[src/rtl/pc_sequencer_pkg.sv]
// Shared widths, reset PC and FSM state type for the fetch/execute PC sequencer.
package pc_sequencer_pkg;

  localparam int unsigned N       = 32;
  localparam int unsigned Pb      = 8;
  localparam int unsigned ImmBits = 6;

  localparam logic [Pb-1:0] PC_RESET_DEFAULT = '0;

  typedef enum logic [1:0] {
    StIdle,
    StFetch,
    StExec,
    StHalted
  } pcseq_state_t;

endpackage

[src/rtl/pc_sequencer_if.sv]
// Instruction-memory fetch bus: the sequencer is master, instruction memory is slave.
interface pc_sequencer_if;
  import pc_sequencer_pkg::*;

  logic          imem_req;
  logic [Pb-1:0] imem_addr;
  logic          imem_ack;
  logic [N-1:0]  imem_rdata;

  modport master (
    output imem_req,
    output imem_addr,
    input  imem_ack,
    input  imem_rdata
  );

  modport slave (
    input  imem_req,
    input  imem_addr,
    output imem_ack,
    output imem_rdata
  );

endinterface

[src/rtl/pc_sequencer_next_pc_sel.sv]
// Combinational next-PC select: sequential increment, zero-extended immediate or register target.
module pc_sequencer_next_pc_sel
  import pc_sequencer_pkg::*;
(
  input  logic               jump_en,
  input  logic               imm_or_reg,
  input  logic [ImmBits-1:0] imm,
  input  logic [N-1:0]       qs,
  input  logic [Pb-1:0]      pc,
  output logic [Pb-1:0]      next_pc
);

  always_comb begin
    next_pc = pc + Pb'(1);
    if (jump_en) begin
      // Register target keeps only the low Pb bits of the operand.
      next_pc = imm_or_reg ? qs[Pb-1:0] : Pb'(imm);
    end
  end

endmodule

[src/rtl/pc_sequencer.sv]
// Multi-cycle fetch/execute sequencer owning the PC. Optional link-register write port
// is enabled by defining PC_LINK_EN.
module pc_sequencer
  import pc_sequencer_pkg::*;
#(
  parameter logic [Pb-1:0] RESET_PC = PC_RESET_DEFAULT,
  parameter int unsigned   CNT_W    = 32
) (
  input  logic               clk,
  input  logic               rst,
  input  logic               run,
  input  logic               halt,
  pc_sequencer_if.master     imem,
  output logic [N-1:0]       instr_q,
  output logic               instr_valid,
  input  logic               ctl_done,
  input  logic               jump_en,
  input  logic               imm_or_reg,
  input  logic [ImmBits-1:0] imm,
  input  logic [N-1:0]       qs,
  output logic [Pb-1:0]      pc,
  output logic               halted,
  output logic [CNT_W-1:0]   retired_cnt
`ifdef PC_LINK_EN
  ,
  input  logic               link_req,
  output logic               link_wr,
  output logic [Pb-1:0]      link_addr
`endif
);

  pcseq_state_t     state_q, state_d;
  logic [Pb-1:0]    pc_q, pc_d;
  logic [N-1:0]     instr_reg_q, instr_reg_d;
  logic             valid_q, valid_d;
  logic             req_q, req_d;
  logic             halted_q, halted_d;
  logic [CNT_W-1:0] cnt_q, cnt_d;
  logic [Pb-1:0]    next_pc;

`ifdef PC_LINK_EN
  logic          link_wr_q, link_wr_d;
  logic [Pb-1:0] link_addr_q, link_addr_d;
`endif

  pc_sequencer_next_pc_sel u_next_pc_sel (
    .jump_en    (jump_en),
    .imm_or_reg (imm_or_reg),
    .imm        (imm),
    .qs         (qs),
    .pc         (pc_q),
    .next_pc    (next_pc)
  );

  always_comb begin
    state_d     = state_q;
    pc_d        = pc_q;
    instr_reg_d = instr_reg_q;
    valid_d     = valid_q;
    req_d       = req_q;
    halted_d    = halted_q;
    cnt_d       = cnt_q;
`ifdef PC_LINK_EN
    link_wr_d   = 1'b0;
    link_addr_d = link_addr_q;
`endif
    unique case (state_q)
      StIdle: begin
        if (run) begin
          state_d = StFetch;
          req_d   = 1'b1;
        end
      end
      StFetch: begin
        // run is not consulted here: an issued fetch always completes.
        if (imem.imem_ack) begin
          instr_reg_d = imem.imem_rdata;
          valid_d     = 1'b1;
          req_d       = 1'b0;
          state_d     = StExec;
        end
      end
      StExec: begin
        if (ctl_done) begin
          pc_d    = next_pc;
          cnt_d   = cnt_q + CNT_W'(1);
          valid_d = 1'b0;
`ifdef PC_LINK_EN
          if (jump_en && link_req) begin
            link_wr_d   = 1'b1;
            link_addr_d = pc_q + Pb'(1);
          end
`endif
          if (halt) begin
            state_d  = StHalted;
            halted_d = 1'b1;
          end else begin
            state_d = StFetch;
            req_d   = 1'b1;
          end
        end
      end
      StHalted: begin
        req_d    = 1'b0;
        halted_d = 1'b1;
      end
    endcase
  end

  always_ff @(posedge clk or posedge rst) begin
    if (rst) begin
      state_q     <= StIdle;
      pc_q        <= RESET_PC;
      instr_reg_q <= '0;
      valid_q     <= 1'b0;
      req_q       <= 1'b0;
      halted_q    <= 1'b0;
      cnt_q       <= '0;
    end else begin
      state_q     <= state_d;
      pc_q        <= pc_d;
      instr_reg_q <= instr_reg_d;
      valid_q     <= valid_d;
      req_q       <= req_d;
      halted_q    <= halted_d;
      cnt_q       <= cnt_d;
    end
  end

`ifdef PC_LINK_EN
  always_ff @(posedge clk or posedge rst) begin
    if (rst) begin
      link_wr_q   <= 1'b0;
      link_addr_q <= '0;
    end else begin
      link_wr_q   <= link_wr_d;
      link_addr_q <= link_addr_d;
    end
  end

  assign link_wr   = link_wr_q;
  assign link_addr = link_addr_q;
`endif

  assign imem.imem_req  = req_q;
  assign imem.imem_addr = pc_q;
  assign instr_q        = instr_reg_q;
  assign instr_valid    = valid_q;
  assign pc             = pc_q;
  assign halted         = halted_q;
  assign retired_cnt    = cnt_q;

endmodule

[src/flat_wrapper.sv]
// flat-port wrapper written by rule: the top's interface ports become plain ports
module pc_sequencer_flat import pc_sequencer_pkg::*;
#(
  parameter logic [Pb-1:0] RESET_PC = PC_RESET_DEFAULT,
  parameter int unsigned   CNT_W    = 32
)
  (clk, rst, run, halt, instr_q, instr_valid, ctl_done, jump_en, imm_or_reg, imm, qs, pc, halted, retired_cnt, imem_imem_req, imem_imem_addr, imem_imem_ack, imem_imem_rdata);
  pc_sequencer_if imem_i ();
  input  logic clk;
  input  logic rst;
  input  logic run;
  input  logic halt;
  output logic [N-1:0] instr_q;
  output logic instr_valid;
  input  logic ctl_done;
  input  logic jump_en;
  input  logic imm_or_reg;
  input  logic [ImmBits-1:0] imm;
  input  logic [N-1:0] qs;
  output logic [Pb-1:0] pc;
  output logic halted;
  output logic [CNT_W-1:0] retired_cnt;
  output wire logic [$bits(imem_i.imem_req)-1:0] imem_imem_req;
  output wire logic [$bits(imem_i.imem_addr)-1:0] imem_imem_addr;
  input wire logic [$bits(imem_i.imem_ack)-1:0] imem_imem_ack;
  input wire logic [$bits(imem_i.imem_rdata)-1:0] imem_imem_rdata;
  assign imem_imem_req = imem_i.imem_req;
  assign imem_imem_addr = imem_i.imem_addr;
  assign imem_i.imem_ack = imem_imem_ack;
  assign imem_i.imem_rdata = imem_imem_rdata;
  pc_sequencer #(.RESET_PC(RESET_PC), .CNT_W(CNT_W)) u_core (.clk(clk), .rst(rst), .run(run), .halt(halt), .imem(imem_i), .instr_q(instr_q), .instr_valid(instr_valid), .ctl_done(ctl_done), .jump_en(jump_en), .imm_or_reg(imm_or_reg), .imm(imm), .qs(qs), .pc(pc), .halted(halted), .retired_cnt(retired_cnt));
endmodule
[config.mk]
export PLATFORM = sky130hd
export DESIGN_NAME = pc_sequencer_flat
export DESIGN_NICKNAME = d
export VERILOG_FILES = /design/src/rtl/pc_sequencer_pkg.sv /design/src/rtl/pc_sequencer_if.sv /design/src/rtl/pc_sequencer_next_pc_sel.sv /design/src/rtl/pc_sequencer.sv /design/src/flat_wrapper.sv
export SDC_FILE = /design/constraint.sdc
export NUM_CORES = 1
export LEC_CHECK = 0
export ABC_CLOCK_PERIOD_IN_PS = 2700
export CAP_MARGIN = 20
export CORE_MARGIN = 3
export CORE_UTILIZATION = 30
export DETAILED_ROUTE_END_ITERATION = 8
export PLACE_DENSITY = 0.65
export REMOVE_ABC_BUFFERS = 1
export SETUP_SLACK_MARGIN = 0.05
export SYNTH_ARGS = -nofsm -noshare
export SYNTH_HDL_FRONTEND = slang
export SYNTH_SLANG_ARGS = --single-unit
[constraint.sdc]
create_clock -name clk -period 2.7 [get_ports clk]
set_clock_uncertainty 0.15 [all_clocks]
set_input_delay 0.54 -clock clk [delete_from_list [all_inputs] [get_ports clk]]
set_output_delay 0.54 -clock clk [all_outputs]
set_load 0.05 [all_outputs]
==> impl_results.html <==
<table>
<tr><th>Metric</th><th>Value</th></tr>
<tr><th colspan="2">Floorplanning</th></tr>
<tr><td>Die area</td><td>13,300 um^2</td></tr>
<tr><td>Die width</td><td>115 um</td></tr>
<tr><td>Vertical die dimension</td><td>115 um</td></tr>
<tr><td>Row count</td><td>39</td></tr>
<tr><td>Initial standard-cell utilization of the core</td><td>0.310</td></tr>
<tr><td>I/O pin count</td><td>161</td></tr>
<tr><td>Core footprint</td><td>11,600 um^2</td></tr>
<tr><th colspan="2">Critical path</th></tr>
<tr><td>Data arrival time of the worst path</td><td>1.66 ns</td></tr>
<tr><td>Critical path capture point type</td><td>primary output</td></tr>
<tr><td>Startpoint of the lowest-slack register-to-register path</td><td>u_core.state_q[0]</td></tr>
<tr><td>Setup slack of the worst register-to-register path</td><td>0.48 ns</td></tr>
<tr><td>Number of buffer and inverter instances along the worst setup path</td><td>1</td></tr>
<tr><td>Highest-delay cell along the critical path</td><td>sky130_fd_sc_hd__clkdlybuf4s50_1</td></tr>
<tr><td>WS Path Type</td><td>flip-flop to primary output</td></tr>
<tr><td>Length in cells of the worst reg-to-reg path</td><td>7</td></tr>
<tr><td>Reg-to-Reg End</td><td>u_core.retired_cnt[17]</td></tr>
<tr><td>CP max stage delay</td><td>0.85 ns</td></tr>
<tr><td>Crit start category</td><td>flip-flop</td></tr>
<tr><td>Family with the most delay on the worst path</td><td>buffers and inverters</td></tr>
<tr><td>Crit path max fanout</td><td>7</td></tr>
<tr><td>Endpoint required time on the critical path</td><td>2.01 ns</td></tr>
<tr><td>Critical path, cell by cell</td><td>clkdlybuf4s50_1</td></tr>
<tr><th colspan="2">Clock tree</th></tr>
<tr><td>Setup Buffers After CTS</td><td>0</td></tr>
<tr><td>Clock Pin Slew Worst Setup and Hold Paths</td><td>0.06 ns</td></tr>
<tr><td>CTS tree</td><td>done</td></tr>
<tr><td>Hold buffer count at cts</td><td>0</td></tr>
<tr><td>Clock network latency to the later pin of the worst-skew pair</td><td>0.33 ns</td></tr>
<tr><td>Deepest clock path buffer count</td><td>2</td></tr>
<tr><td>Number of cells upsized or downsized after cts</td><td>0</td></tr>
<tr><td>CTS HTree Levels</td><td>3</td></tr>
<tr><td>TritonCTS Sinks</td><td>77</td></tr>
<tr><td>CTS root buffer</td><td>sky130_fd_sc_hd__clkbuf_16</td></tr>
<tr><td>Number of buffers created by CTS</td><td>9</td></tr>
<tr><th colspan="2">Finish</th></tr>
<tr><td>Antenna diode count</td><td>0</td></tr>
<tr><td>Final-stage net count</td><td>526</td></tr>
<tr><td>Layout cell share with drive strength beyond 1</td><td>0.146</td></tr>
<tr><td>Area added between synthesis and finish</td><td>49.6%</td></tr>
<tr><th colspan="2">Min path</th></tr>
<tr><td>Hold depth</td><td>1</td></tr>
<tr><td>Hold wc startpoint</td><td>u_core.retired_cnt[31]</td></tr>
<tr><td>Hold crit path type</td><td>flip-flop to flip-flop</td></tr>
<tr><td>Destination of the worst hold path</td><td>u_core.retired_cnt[31]</td></tr>
<tr><th colspan="2">Yosys</th></tr>
<tr><td>Post-synthesis sequential area ratio</td><td>0.538</td></tr>
<tr><td>Leading cell types by total area after synthesis</td><td>sky130_fd_sc_hd__dfrtp_1 (54%), sky130_fd_sc_hd__mux2_2 (11%), sky130_fd_sc_hd__xor2_1 (5.1%)</td></tr>
<tr><td>FF+latch count, synth</td><td>77</td></tr>
<tr><td>Cells after Synth</td><td>307</td></tr>
<tr><td>Proportion of synthesized flip-flops having asynchronous set or reset</td><td>1.00</td></tr>
<tr><td>Number of synthesized flops with an enable pin</td><td>0</td></tr>
<tr><td>Top cell type's share of synthesized area</td><td>0.538</td></tr>
<tr><td>Number of warnings issued by yosys</td><td>0</td></tr>
<tr><td>Most used flip-flop cell after synthesis</td><td>sky130_fd_sc_hd__dfrtp_1</td></tr>
<tr><td>Post-synthesis area per instance</td><td>11.7 um^2</td></tr>
<tr><td>Count of cell types in the netlist</td><td>39</td></tr>
<tr><td>Cell type with the highest aggregate area in the netlist</td><td>sky130_fd_sc_hd__dfrtp_1</td></tr>
<tr><td>Syn Std Cell Area</td><td>3580 um^2</td></tr>
<tr><th colspan="2">Global routing</th></tr>
<tr><td>Wire length of the first global-routing pass</td><td>13,900 um</td></tr>
<tr><td>Vias in the first global route</td><td>2,753</td></tr>
<tr><td>GRT Overall Usage</td><td>0.134</td></tr>
<tr><td>GRT Residual Overflow</td><td>0</td></tr>
<tr><td>Maximum number of pins on one net before global-route repair</td><td>78</td></tr>
<tr><td>Initial antenna violation count</td><td>0</td></tr>
<tr><th colspan="2">STA</th></tr>
<tr><td>Final period demand of the worst path</td><td>2.35 ns</td></tr>
<tr><td>Setup repair after global routing missed its margin</td><td>false</td></tr>
<tr><td>Period utilization</td><td>0.871</td></tr>
<tr><td>Count of final hold-check violations</td><td>0</td></tr>
<tr><td>Hold WS</td><td>0.316 ns</td></tr>
<tr><td>Tightest slew margin relative to the limit</td><td>0.533</td></tr>
<tr><td>Slew @ Worst Pin</td><td>0.698 ns</td></tr>
<tr><td>Max-slew violation total from the final report</td><td>0</td></tr>
<tr><td>Setup violations, final</td><td>0</td></tr>
<tr><td>Achievable frequency</td><td>425 MHz</td></tr>
<tr><td>Setup TNS</td><td>0 ns</td></tr>
<tr><th colspan="2">Power and ir drop</th></tr>
<tr><td>Total net switching power</td><td>0.00261 W</td></tr>
<tr><td>Switching Fraction</td><td>0.439</td></tr>
<tr><td>Power density over the cells</td><td>1110 nW/um^2</td></tr>
<tr><td>Part of the total power dissipated in combinational logic</td><td>0.506</td></tr>
<tr><td>Peak supply drop</td><td>0.000581 V</td></tr>
<tr><td>P_int</td><td>0.00333 W</td></tr>
<tr><td>Share of power burned in the clock network</td><td>0.199</td></tr>
<tr><td>Portion of total power attributed to sequential cells</td><td>0.295</td></tr>
<tr><td>Leakage</td><td>2.30 nW</td></tr>
<tr><th colspan="2">Routing</th></tr>
<tr><td>ANT nets after route</td><td>0</td></tr>
<tr><td>Post-route DRC</td><td>0</td></tr>
<tr><td>First drt pass iteration count</td><td>4</td></tr>
<tr><td>Final routed wire length divided by cell count</td><td>14.7 um</td></tr>
<tr><td>Number of vias in the routed layout</td><td>2,787</td></tr>
<tr><td>Iteration-0 DRC count of the detailed router</td><td>66</td></tr>
<tr><td>Drt via density</td><td>4.73</td></tr>
<tr><td>Total length of routed wires</td><td>8670 um</td></tr>
<tr><th colspan="2">Placed design</th></tr>
<tr><td>Number of port buffers</td><td>136</td></tr>
<tr><td>Final weighted congestion in routability-driven placement</td><td>0.805</td></tr>
<tr><td>Post-detailed-placement half-perimeter wirelength</td><td>6230 um</td></tr>
<tr><th colspan="2">Status</th></tr>
<tr><td>Result of the run</td><td>complete, no violations</td></tr>
<tr><th colspan="2">Flow run</th></tr>
<tr><td>Max-Cap Viols</td><td>0</td></tr>
</table>
==> metrics by stage <==
step,total power [W],utilization,cells,cell area (um^2),worst slack [ns]
finish,0.00594,0.463,589,5360,0.349
global placement,0.00475,0.438,573,5060,0.316
CTS,0.00602,0.463,589,5360,0.320
detailed placement,0.00481,0.438,573,5060,0.274
global route,0.00623,0.463,589,5360,0.265
floorplan,0.00374,-,289,3470,0.0433
==> cell usage after synthesis, types with 2 or more instances <==
cell and instances:
sky130_fd_sc_hd__buf_1 3, sky130_fd_sc_hd__clkbuf_1 5, sky130_fd_sc_hd__nor3_2 2, sky130_fd_sc_hd__a31oi_1 3, sky130_fd_sc_hd__buf_4 8, sky130_fd_sc_hd__and3_1 2
sky130_fd_sc_hd__nor4_1 2, sky130_fd_sc_hd__ha_1 7, sky130_fd_sc_hd__dfrtp_1 77, sky130_fd_sc_hd__nor2_1 14, sky130_fd_sc_hd__xnor2_1 10, sky130_fd_sc_hd__a21oi_1 7
sky130_fd_sc_hd__and4_1 3, sky130_fd_sc_hd__xor2_1 21, sky130_fd_sc_hd__nor3_1 15, sky130_fd_sc_hd__nand3_1 15, sky130_fd_sc_hd__nand2_1 23, sky130_fd_sc_hd__mux2i_1 7
sky130_fd_sc_hd__nand4_1 10, sky130_fd_sc_hd__o21ai_0 9, sky130_fd_sc_hd__and4_2 3, sky130_fd_sc_hd__mux2_2 35, sky130_fd_sc_hd__inv_1 9, sky130_fd_sc_hd__buf_6 2
==> power groups by stage <==
stage | logic, W | clock network (W) | registers [W]
6_report | 0.00301 | 0.00118 | 0.00175
5_1_grt | 0.00315 | 0.00127 | 0.00181
4_1_cts | 0.00304 | 0.00122 | 0.00176
3_5_place_dp | 0.00304 | 0 | 0.00178
3_3_place_gp | 0.00300 | 0 | 0.00175
2_1_floorplan | 0.000622 | 0 | 0.00312
==> worst max path at each step <==
stage          slack, ns                      from  cells past startpoint                      to
6_report            0.35  u_core.imem.imem_addr[0]                      1                   pc[0]
5_1_grt             0.27         u_core.state_q[0]                      6  u_core.retired_cnt[24]
3_3_place_gp        0.32                  ctl_done                      5  u_core.retired_cnt[22]
2_1_floorplan       0.04                       rst                      1           u_core.halted
3_5_place_dp        0.27                  ctl_done                      5  u_core.retired_cnt[16]
4_1_cts             0.32  u_core.imem.imem_addr[0]                      1       imem_imem_addr[0]
==> sequential cells by signal, indices dropped and copies added (netlist names) <==
register and flops:
u_core.instr_valid 1, u_core.imem.imem_addr 8, u_core.halted 1, u_core.retired_cnt 32, u_core.instr_q 32, u_core.imem.imem_req 1, u_core.state_q 2
==> metal layers <==
layer  share of wire  track usage  vias up
met3           0.075       0.0416       12
met2            0.45        0.211      104
met4           0.017       0.0516        0
met5               0            0        -
li1                -            -     1339
met1            0.46        0.171     1332
==> cell type report <==
class,count,area (um^2)
inverters,9,35.0
flip-flops and latches,77,1930
fillers,1107,6210
well taps,143,179
repair buffers,141,1410
clock buffers,13,280
multi-input cells,203,1510
clock inverters,3,17.5
==> placed cells by master, fill, tap and decap left out, types with 4 or more instances in the layout <==
cell type                           n
sky130_fd_sc_hd__a21oi_1            7
sky130_fd_sc_hd__clkdlybuf4s50_1  136
sky130_fd_sc_hd__nand2_1           23
sky130_fd_sc_hd__clkbuf_16          9
sky130_fd_sc_hd__clkbuf_8           4
sky130_fd_sc_hd__dfrtp_1           77
sky130_fd_sc_hd__ha_1               7
sky130_fd_sc_hd__inv_1              8
sky130_fd_sc_hd__xor2_1            21
sky130_fd_sc_hd__buf_4              4
sky130_fd_sc_hd__xnor2_1           10
sky130_fd_sc_hd__o21ai_0            9
sky130_fd_sc_hd__mux2i_1            7
sky130_fd_sc_hd__nor2_1            14
sky130_fd_sc_hd__nand3_1           15
sky130_fd_sc_hd__nand4_1           10
sky130_fd_sc_hd__nor3_1            15
sky130_fd_sc_hd__mux2_2            35
==> cell families (layout without fill, tap and decap cells) <==
family | after synthesis | after routing | share of synthesized area
mux | 42 | 42 | 0.130
flops | 77 | 77 | 0.538
simple gates | 98 | 98 | 0.149
buf+inv | 27 | 166 | 0.0409
compound gates | 25 | 25 | 0.0419
fa+ha+maj | 7 | 7 | 0.0245
xor+xnor | 31 | 31 | 0.0758
(Power assumes the default switching activity.)
